<file path="config.mk">
export PLATFORM = sky130hd
export DESIGN_NAME = csr_unit
export DESIGN_NICKNAME = d
export VERILOG_FILES = /design/src/rtl/csr_pkg.sv /design/src/rtl/csr_counter.sv /design/src/rtl/csr_unit.sv
export SDC_FILE = /design/constraint.sdc
export NUM_CORES = 2
export LEC_CHECK = 0
export ABC_AREA = 0
export BUFFER_PORTS_ARGS = -buffer_cell sky130_fd_sc_hd__buf_2
export CORE_ASPECT_RATIO = 2
export CORE_MARGIN = 5
export CORE_UTILIZATION = 58
export CTS_BUF_LIST = sky130_fd_sc_hd__clkbuf_8
export DETAILED_ROUTE_END_ITERATION = 8
export PLACE_DENSITY = 0.77
export SYNTH_ARGS = -nofsm -noshare
export SYNTH_HDL_FRONTEND = slang
export SYNTH_SLANG_ARGS = --single-unit
</file>
<file path="constraint.sdc">
create_clock -name clk_i -period 3.08 [get_ports clk_i]
set_input_delay 0.616 -clock clk_i [delete_from_list [all_inputs] [get_ports clk_i]]
set_output_delay 0.616 -clock clk_i [all_outputs]
set_load 0.05 [all_outputs]
</file>
<file path="src/rtl/csr_pkg.sv">
// Shared definitions for the CSR unit: address map, op encodings, writable masks
// and the mcountinhibit bit layout.
package csr_pkg;

   localparam logic [11:0] CSR_FFLAGS        = 12'h001;
   localparam logic [11:0] CSR_FRM           = 12'h002;
   localparam logic [11:0] CSR_FCSR          = 12'h003;
   localparam logic [11:0] CSR_MSTATUS       = 12'h300;
   localparam logic [11:0] CSR_MCOUNTINHIBIT = 12'h320;
   localparam logic [11:0] CSR_MSCRATCH      = 12'h340;
   localparam logic [11:0] CSR_MEPC          = 12'h341;
   localparam logic [11:0] CSR_MCAUSE        = 12'h342;

   // Counter pages: addr[7] selects the high half, addr[4:0] the counter index.
   localparam logic [3:0] CNT_PAGE_M = 4'hB;
   localparam logic [3:0] CNT_PAGE_U = 4'hC;

   typedef enum logic [1:0] {
      OP_READ = 2'b00,
      OP_RW   = 2'b01,
      OP_RS   = 2'b10,
      OP_RC   = 2'b11
   } csr_op_e;

   localparam logic [31:0] MSTATUS_WMASK = 32'h0000_0088;
   localparam logic [31:0] FCSR_WMASK    = 32'h0000_00FF;
   localparam int MIE_BIT  = 3;
   localparam int MPIE_BIT = 7;

   localparam int INH_CY   = 0;
   localparam int INH_IR   = 2;
   localparam int INH_HPM0 = 3;

   function automatic logic [31:0] inhibit_wmask(int num_hpm);
      logic [31:0] m;
      m = '0;
      m[INH_CY] = 1'b1;
      m[INH_IR] = 1'b1;
      for (int i = 0; i < 29; i++)
         if (i < num_hpm) m[INH_HPM0 + i] = 1'b1;
      return m;
   endfunction

endpackage

</file>
<file path="src/rtl/csr_counter.sv">
// One machine counter of CNT_W bits with half-word CSR writes; a write
// replaces its half and swallows that cycle's increment.
module csr_counter #(
   parameter int CNT_W = 64
) (
   input  logic        clk_i,
   input  logic        reset_i,
   input  logic        inc,
   input  logic        inhibit,
   input  logic        wr_lo,
   input  logic        wr_hi,
   input  logic [31:0] wdata,
   output logic [31:0] lo,
   output logic [31:0] hi
);

   logic [CNT_W-1:0] cnt;

   always_ff @(posedge clk_i or negedge reset_i) begin
      if (!reset_i)
         cnt <= '0;
      else if (wr_lo)
         cnt[31:0] <= wdata;
      else if (wr_hi)
         cnt[CNT_W-1:32] <= wdata[CNT_W-33:0];
      else if (inc && !inhibit)
         cnt <= cnt + CNT_W'(1);
   end

   assign lo = cnt[31:0];
   assign hi = 32'(cnt[CNT_W-1:32]);

endmodule

</file>
<file path="src/rtl/csr_unit.sv">
// Zicsr register file: registered read-modify-write with illegal-access
// detection, machine/hpm counters, FP flags and trap state.
module csr_unit
   import csr_pkg::*;
#(
   parameter int CNT_W   = 64,
   parameter int NUM_HPM = 4
) (
   input  logic                                   clk_i,
   input  logic                                   reset_i,
   input  logic                                   req_valid_i,
   input  logic [1:0]                             req_op_i,
   input  logic [11:0]                            req_addr_i,
   input  logic [31:0]                            req_src_i,
   input  logic                                   req_nowr_i,
   output logic                                   rsp_valid_o,
   output logic [31:0]                            rsp_rdata_o,
   output logic                                   rsp_illegal_o,
   input  logic                                   inst_retire_i,
   input  logic [((NUM_HPM > 0) ? NUM_HPM : 1)-1:0] hpm_event_i,
   input  logic [4:0]                             fflags_set_i,
   input  logic                                   trap_i,
   input  logic [31:0]                            trap_cause_i,
   input  logic [31:0]                            trap_pc_i,
   input  logic                                   mret_i,
   output logic [31:0]                            mepc_o,
   output logic                                   mie_o,
   output logic [2:0]                             frm_o
);

   localparam int NCNT = 2 + NUM_HPM;
   localparam logic [31:0] INH_WMASK = inhibit_wmask(NUM_HPM);

   logic [7:0]  fcsr;
   logic [31:0] mstatus, mcountinhibit, mscratch, mepc, mcause;

   logic [NCNT-1:0]       cnt_hit, cnt_inc, cnt_inh, cnt_wr_lo, cnt_wr_hi;
   logic [NCNT-1:0][31:0] cnt_lo, cnt_hi;

   csr_op_e     op;
   logic [31:0] old, wval;
   logic        mapped, is_write, illegal, wen, cnt_page, m_page;

   assign op       = csr_op_e'(req_op_i);
   assign cnt_page = (req_addr_i[11:8] == CNT_PAGE_M || req_addr_i[11:8] == CNT_PAGE_U)
                     && req_addr_i[6:5] == 2'b00;
   assign m_page   = req_addr_i[11:8] == CNT_PAGE_M;

   // Slot 0 is cycle (index 0), slot 1 instret (index 2), then hpm3.. in order.
   for (genvar j = 0; j < NCNT; j++) begin : g_cnt
      localparam logic [4:0] IDX = (j == 0) ? 5'd0 : 5'(j + 1);
      assign cnt_hit[j]   = cnt_page && req_addr_i[4:0] == IDX;
      assign cnt_inh[j]   = mcountinhibit[IDX];
      assign cnt_wr_lo[j] = wen && m_page && cnt_hit[j] && !req_addr_i[7];
      assign cnt_wr_hi[j] = wen && m_page && cnt_hit[j] &&  req_addr_i[7];
      if (j == 0) begin : g_cy
         assign cnt_inc[j] = 1'b1;
      end else if (j == 1) begin : g_ir
         assign cnt_inc[j] = inst_retire_i;
      end else begin : g_hpm
         assign cnt_inc[j] = hpm_event_i[j-2];
      end
      csr_counter #(.CNT_W(CNT_W)) u_cnt (
         .clk_i   (clk_i),
         .reset_i (reset_i),
         .inc     (cnt_inc[j]),
         .inhibit (cnt_inh[j]),
         .wr_lo   (cnt_wr_lo[j]),
         .wr_hi   (cnt_wr_hi[j]),
         .wdata   (wval),
         .lo      (cnt_lo[j]),
         .hi      (cnt_hi[j])
      );
   end

   always_comb begin
      old    = '0;
      mapped = 1'b1;
      case (req_addr_i)
         CSR_FFLAGS:        old = {27'b0, fcsr[4:0]};
         CSR_FRM:           old = {29'b0, fcsr[7:5]};
         CSR_FCSR:          old = {24'b0, fcsr};
         CSR_MSTATUS:       old = mstatus;
         CSR_MCOUNTINHIBIT: old = mcountinhibit;
         CSR_MSCRATCH:      old = mscratch;
         CSR_MEPC:          old = mepc;
         CSR_MCAUSE:        old = mcause;
         default:           mapped = 1'b0;
      endcase
      for (int j = 0; j < NCNT; j++)
         if (cnt_hit[j]) begin
            mapped = 1'b1;
            old    = req_addr_i[7] ? cnt_hi[j] : cnt_lo[j];
         end
   end

   always_comb begin
      case (op)
         OP_RW:   wval = req_src_i;
         OP_RS:   wval = old | req_src_i;
         OP_RC:   wval = old & ~req_src_i;
         default: wval = old;
      endcase
   end

   assign is_write = op == OP_RW || ((op == OP_RS || op == OP_RC) && !req_nowr_i);
   assign illegal  = !mapped || (is_write && req_addr_i[11:10] == 2'b11);
   assign wen      = req_valid_i && is_write && !illegal;

   always_ff @(posedge clk_i or negedge reset_i) begin
      if (!reset_i) begin
         fcsr          <= '0;
         mstatus       <= '0;
         mcountinhibit <= '0;
         mscratch      <= '0;
         mepc          <= '0;
         mcause        <= '0;
      end else begin
         fcsr[4:0] <= fcsr[4:0] | fflags_set_i;
         if (wen) begin
            case (req_addr_i)
               CSR_FFLAGS:        fcsr[4:0] <= wval[4:0] | fflags_set_i;
               CSR_FRM:           fcsr[7:5] <= wval[2:0];
               CSR_FCSR:          fcsr <= (wval[7:0] & FCSR_WMASK[7:0]) | {3'b0, fflags_set_i};
               CSR_MSTATUS:       mstatus <= wval & MSTATUS_WMASK;
               CSR_MCOUNTINHIBIT: mcountinhibit <= wval & INH_WMASK;
               CSR_MSCRATCH:      mscratch <= wval;
               CSR_MEPC:          mepc <= wval & ~32'h3;
               CSR_MCAUSE:        mcause <= wval;
               default: ;
            endcase
         end
         // Hardware trap sequencing lands last so it overrides software writes.
         if (trap_i) begin
            mepc              <= trap_pc_i & ~32'h3;
            mcause            <= trap_cause_i;
            mstatus[MPIE_BIT] <= mstatus[MIE_BIT];
            mstatus[MIE_BIT]  <= 1'b0;
         end else if (mret_i) begin
            mstatus[MIE_BIT]  <= mstatus[MPIE_BIT];
            mstatus[MPIE_BIT] <= 1'b1;
         end
      end
   end

   always_ff @(posedge clk_i or negedge reset_i) begin
      if (!reset_i) begin
         rsp_valid_o   <= 1'b0;
         rsp_illegal_o <= 1'b0;
         rsp_rdata_o   <= '0;
      end else begin
         rsp_valid_o   <= req_valid_i;
         rsp_illegal_o <= req_valid_i && illegal;
         rsp_rdata_o   <= (req_valid_i && !illegal) ? old : '0;
      end
   end

   assign mepc_o = mepc;
   assign mie_o  = mstatus[MIE_BIT];
   assign frm_o  = fcsr[7:5];

endmodule

</file>
==> results.json <==
{
  "crit_type": "in -> reg",
  "drv_slew": 0,
  "dieArea_um2": 64940,
  "worst_slew_pin_slew_ns": 1.044,
  "critPathMaxStageDelay_ns": 0.85,
  "die_x_um": 182.7,
  "gr-usage-all-layers_pct": 55.79,
  "synthArstFlopShare_pct": 100.0,
  "rows": 126,
  "drive_above_1_share_pct": 29.03,
  "cts_sinks": 528,
  "ios": 196,
  "synth-edff-count": 0,
  "path_depth": 12,
  "gp_congestion": 1.123,
  "synth_common_cells": "528 x dfrtp_1, 480 x nand2_1, 331 x o21ai_0, 287 x nor2_1, 283 x a21oi_1",
  "p_leak_uw": 0.01970,
  "layout.nets": 5012,
  "ys_ff_latch": 528,
  "hold_path_class": "in -> reg",
  "netlist_instances": 4049,
  "grt_overflow": 0,
  "fmax_ghz": 0.3121,
  "io_buffers": 191,
  "failed_checks": "design-rule violations, negative setup slack",
  "dpl_cell_area_um2": 43240,
  "grt_pass1_wl_mm": 265.5,
  "cp.required_ns": 3.67,
  "powerDensity_nw_per_um2": 388.1,
  "finalPower_uw": 17530,
  "hpwl_mm": 139.6,
  "clk_latency_ns": 0.76,
  "tritoncts": "yes",
  "synth_most_common_cell": "dfrtp_1",
  "grt_max_degree": 67,
  "synth_cell_type_count": 116,
  "post-route-period-util_pct": 104.0,
  "skew_ns": 0.04020,
  "syn_area_um2": 34600,
  "dp_cells": 5560,
  "grt_antenna_before_repair": 18,
  "synth_top_area_share_pct": 38.19,
  "utilization_pct": 76.41,
  "root_buffer": "clkbuf_8",
  "setup_viol": 20,
  "ys_warn_count": 0,
  "cp-start-kind": "input pin",
  "critPathTopFamily": "compound AO/OA/AOI/OAI gates",
  "maxSlewHeadroom_pct": 30.40,
  "slowest_stage": "a222oi_1",
  "drt-wirelength-per-cell_um": 32.24,
  "first_pass_iters": 9,
  "crit_top_cell": "buf_4",
  "numCtsBuffers": 80,
  "finalInstanceArea_um2": 45170,
  "yosysSeqAreaShare_pct": 38.19,
  "wl_mm": 184.5,
  "reg2reg_depth": 9,
  "grt_pass1_vias": 40506,
  "dieHeight_um": 355.4,
  "fin_ws_ns": -0.1244,
  "status": "finished with violations",
  "finalNonFillerCells": 5722,
  "crit_arrival_ns": 3.80,
  "synth_top_area_cell": "dfrtp_1",
  "drt_iter0_drc": 5647,
  "clkTransAtPathRegs_ns": 0.06,
  "crit_fanout": 18,
  "avgSynthCellArea_um2": 8.545,
  "cts_buffer_depth": 3,
  "viasPerCell": 7.145,
  "ys_top_cells_by_area": "dfrtp_1 38%, nand2_1 5.2%, o21ai_0 4.8%",
  "vias": 40884,
  "finalHoldViolations": 0,
  "final_antenna_net_count": 0,
  "cap_violations": 0,
  "drc_errors": 1,
  "start_util_pct": 58.53,
  "holdPathStages": 2,
  "end_kind": "flip-flop",
  "path_buf_inv": 5,
  "worstPathCellList": "buf_2 > buf_4 > nand2b_1 > nor4_4 > buf_12 > a222oi_1 > buf_4 > o221ai_1 > a21oi_2 > a22o_4 > buf_4 > o21ai_0",
  "ys.flop_type": "dfrtp_1",
  "fin_crit_ns": 3.204,
  "cts_max_level": 3,
  "ir_drop_mv": 0.4619,
  "area_growth_pct": 30.55,
  "fin_hold_ws_ns": 0.07470,
  "fp.coreArea_um2": 59120
}
## state kept, by name, summed over array words and instances (netlist names)
register,count
mcountinhibit,6
rsp_illegal_o,1
rsp_valid_o,1
rsp_rdata_o,32
fcsr,8
mepc_o,30
mcause,32
mscratch,32
g_cnt.u_cnt.cnt,384
mstatus,2
## where the power goes
part | internal [µW] | switching (µW) | leakage (µW)
sequential | 7250 | 453 | 0.00701
clock | 3440 | 3140 | 0.000966
combinational | 1210 | 2050 | 0.0117
total | 11900 | 5640 | 0.0197
## kinds of logic after synthesis
logic type | count (synthesis) | synth area share, %
compound gates | 1188 | 22.65
xor+xnor | 192 | 4.860
fa+ha+maj | 6 | 0.2170
buf+inv | 336 | 4.108
flops | 528 | 38.19
mux | 257 | 7.901
other cells | 1 | 0.01084
simple gates | 1541 | 22.07
## placed cells by master, fill, tap and decap left out, drive strengths merged, types with 13 or more instances in the layout
cell,n
a2111oi,13
a211oi,47
a21o,24
a21oi,283
a221o,13
a221oi,28
a22o,19
a22oi,32
a31oi,29
and2,30
and3,111
and4,32
buf,1034
clkbuf,101
dfrtp,528
diode,14
inv,69
mux2,120
mux2i,137
nand2,480
nand3,222
nand4,106
nor2,287
nor2b,19
nor3,90
nor4,49
o2111ai,20
o211ai,89
o21a,48
o21ai,371
o221ai,28
o22ai,24
o31a,26
or2,18
or3,28
or4,13
xnor2,140
xor2,52
## per-stage QoR
stage,setup WS (ns),setup TNS [ns]
2_1_floorplan,-0.07885,-3.984
3_3_place_gp,-0.8650,-199.69
3_5_place_dp,-0.8777,-212.73
4_1_cts,0.02342,0
5_1_grt,-0.02663,-0.05741
6_report,-0.1244,-0.9609
## path summary, 6_finish.rpt
kind	slack [ns]	start	end
max	-0.12	req_addr_i[1]	g_cnt[1].u_cnt.cnt[58]
min	0.07	trap_pc_i[28]	mepc_o[28]
max reg2reg	-0.11	g_cnt[0].u_cnt.cnt[58]	g_cnt[1].u_cnt.cnt[58]
min reg2reg	0.48	mscratch[7]	mscratch[7]
max in group asynchronous	1.69	reset_i	mepc_o[2]
min in group asynchronous	0.48	reset_i	g_cnt[5].u_cnt.cnt[49]
## routing by layer
metal	vias to the layer above	wire [µm]	global-route usage, %
met5	-	69	0.8462
met4	4	28240	60.58
met2	3486	79370	84.61
met1	19261	53790	57.15
met3	1421	23000	18.06
li1	16712	-	-
## timing repair
| action | 4_1_cts | 5_1_grt |
|---|---|---|
| buffers inserted | 0 | 2 |
| resized for setup | 2 | 21 |
| hold endpoints to repair | 51 | 0 |
| pin swaps | 0 | 5 |
| setup endpoints to repair | 10 | 74 |
| hold buffers | 1 | 0 |
## final cells by class
type | instances | area [µm²]
diodes | 14 | 35.03
clock buffers | 100 | 1376
clock inverters | 42 | 361.6
fillers | 4338 | 13950
inverters | 48 | 180.2
multi-input cells | 3186 | 20460
flip-flops and latches | 528 | 13210
well taps | 768 | 960.9
repair buffers | 1036 | 8589
Note: power is estimated with default switching activity, not from simulation.
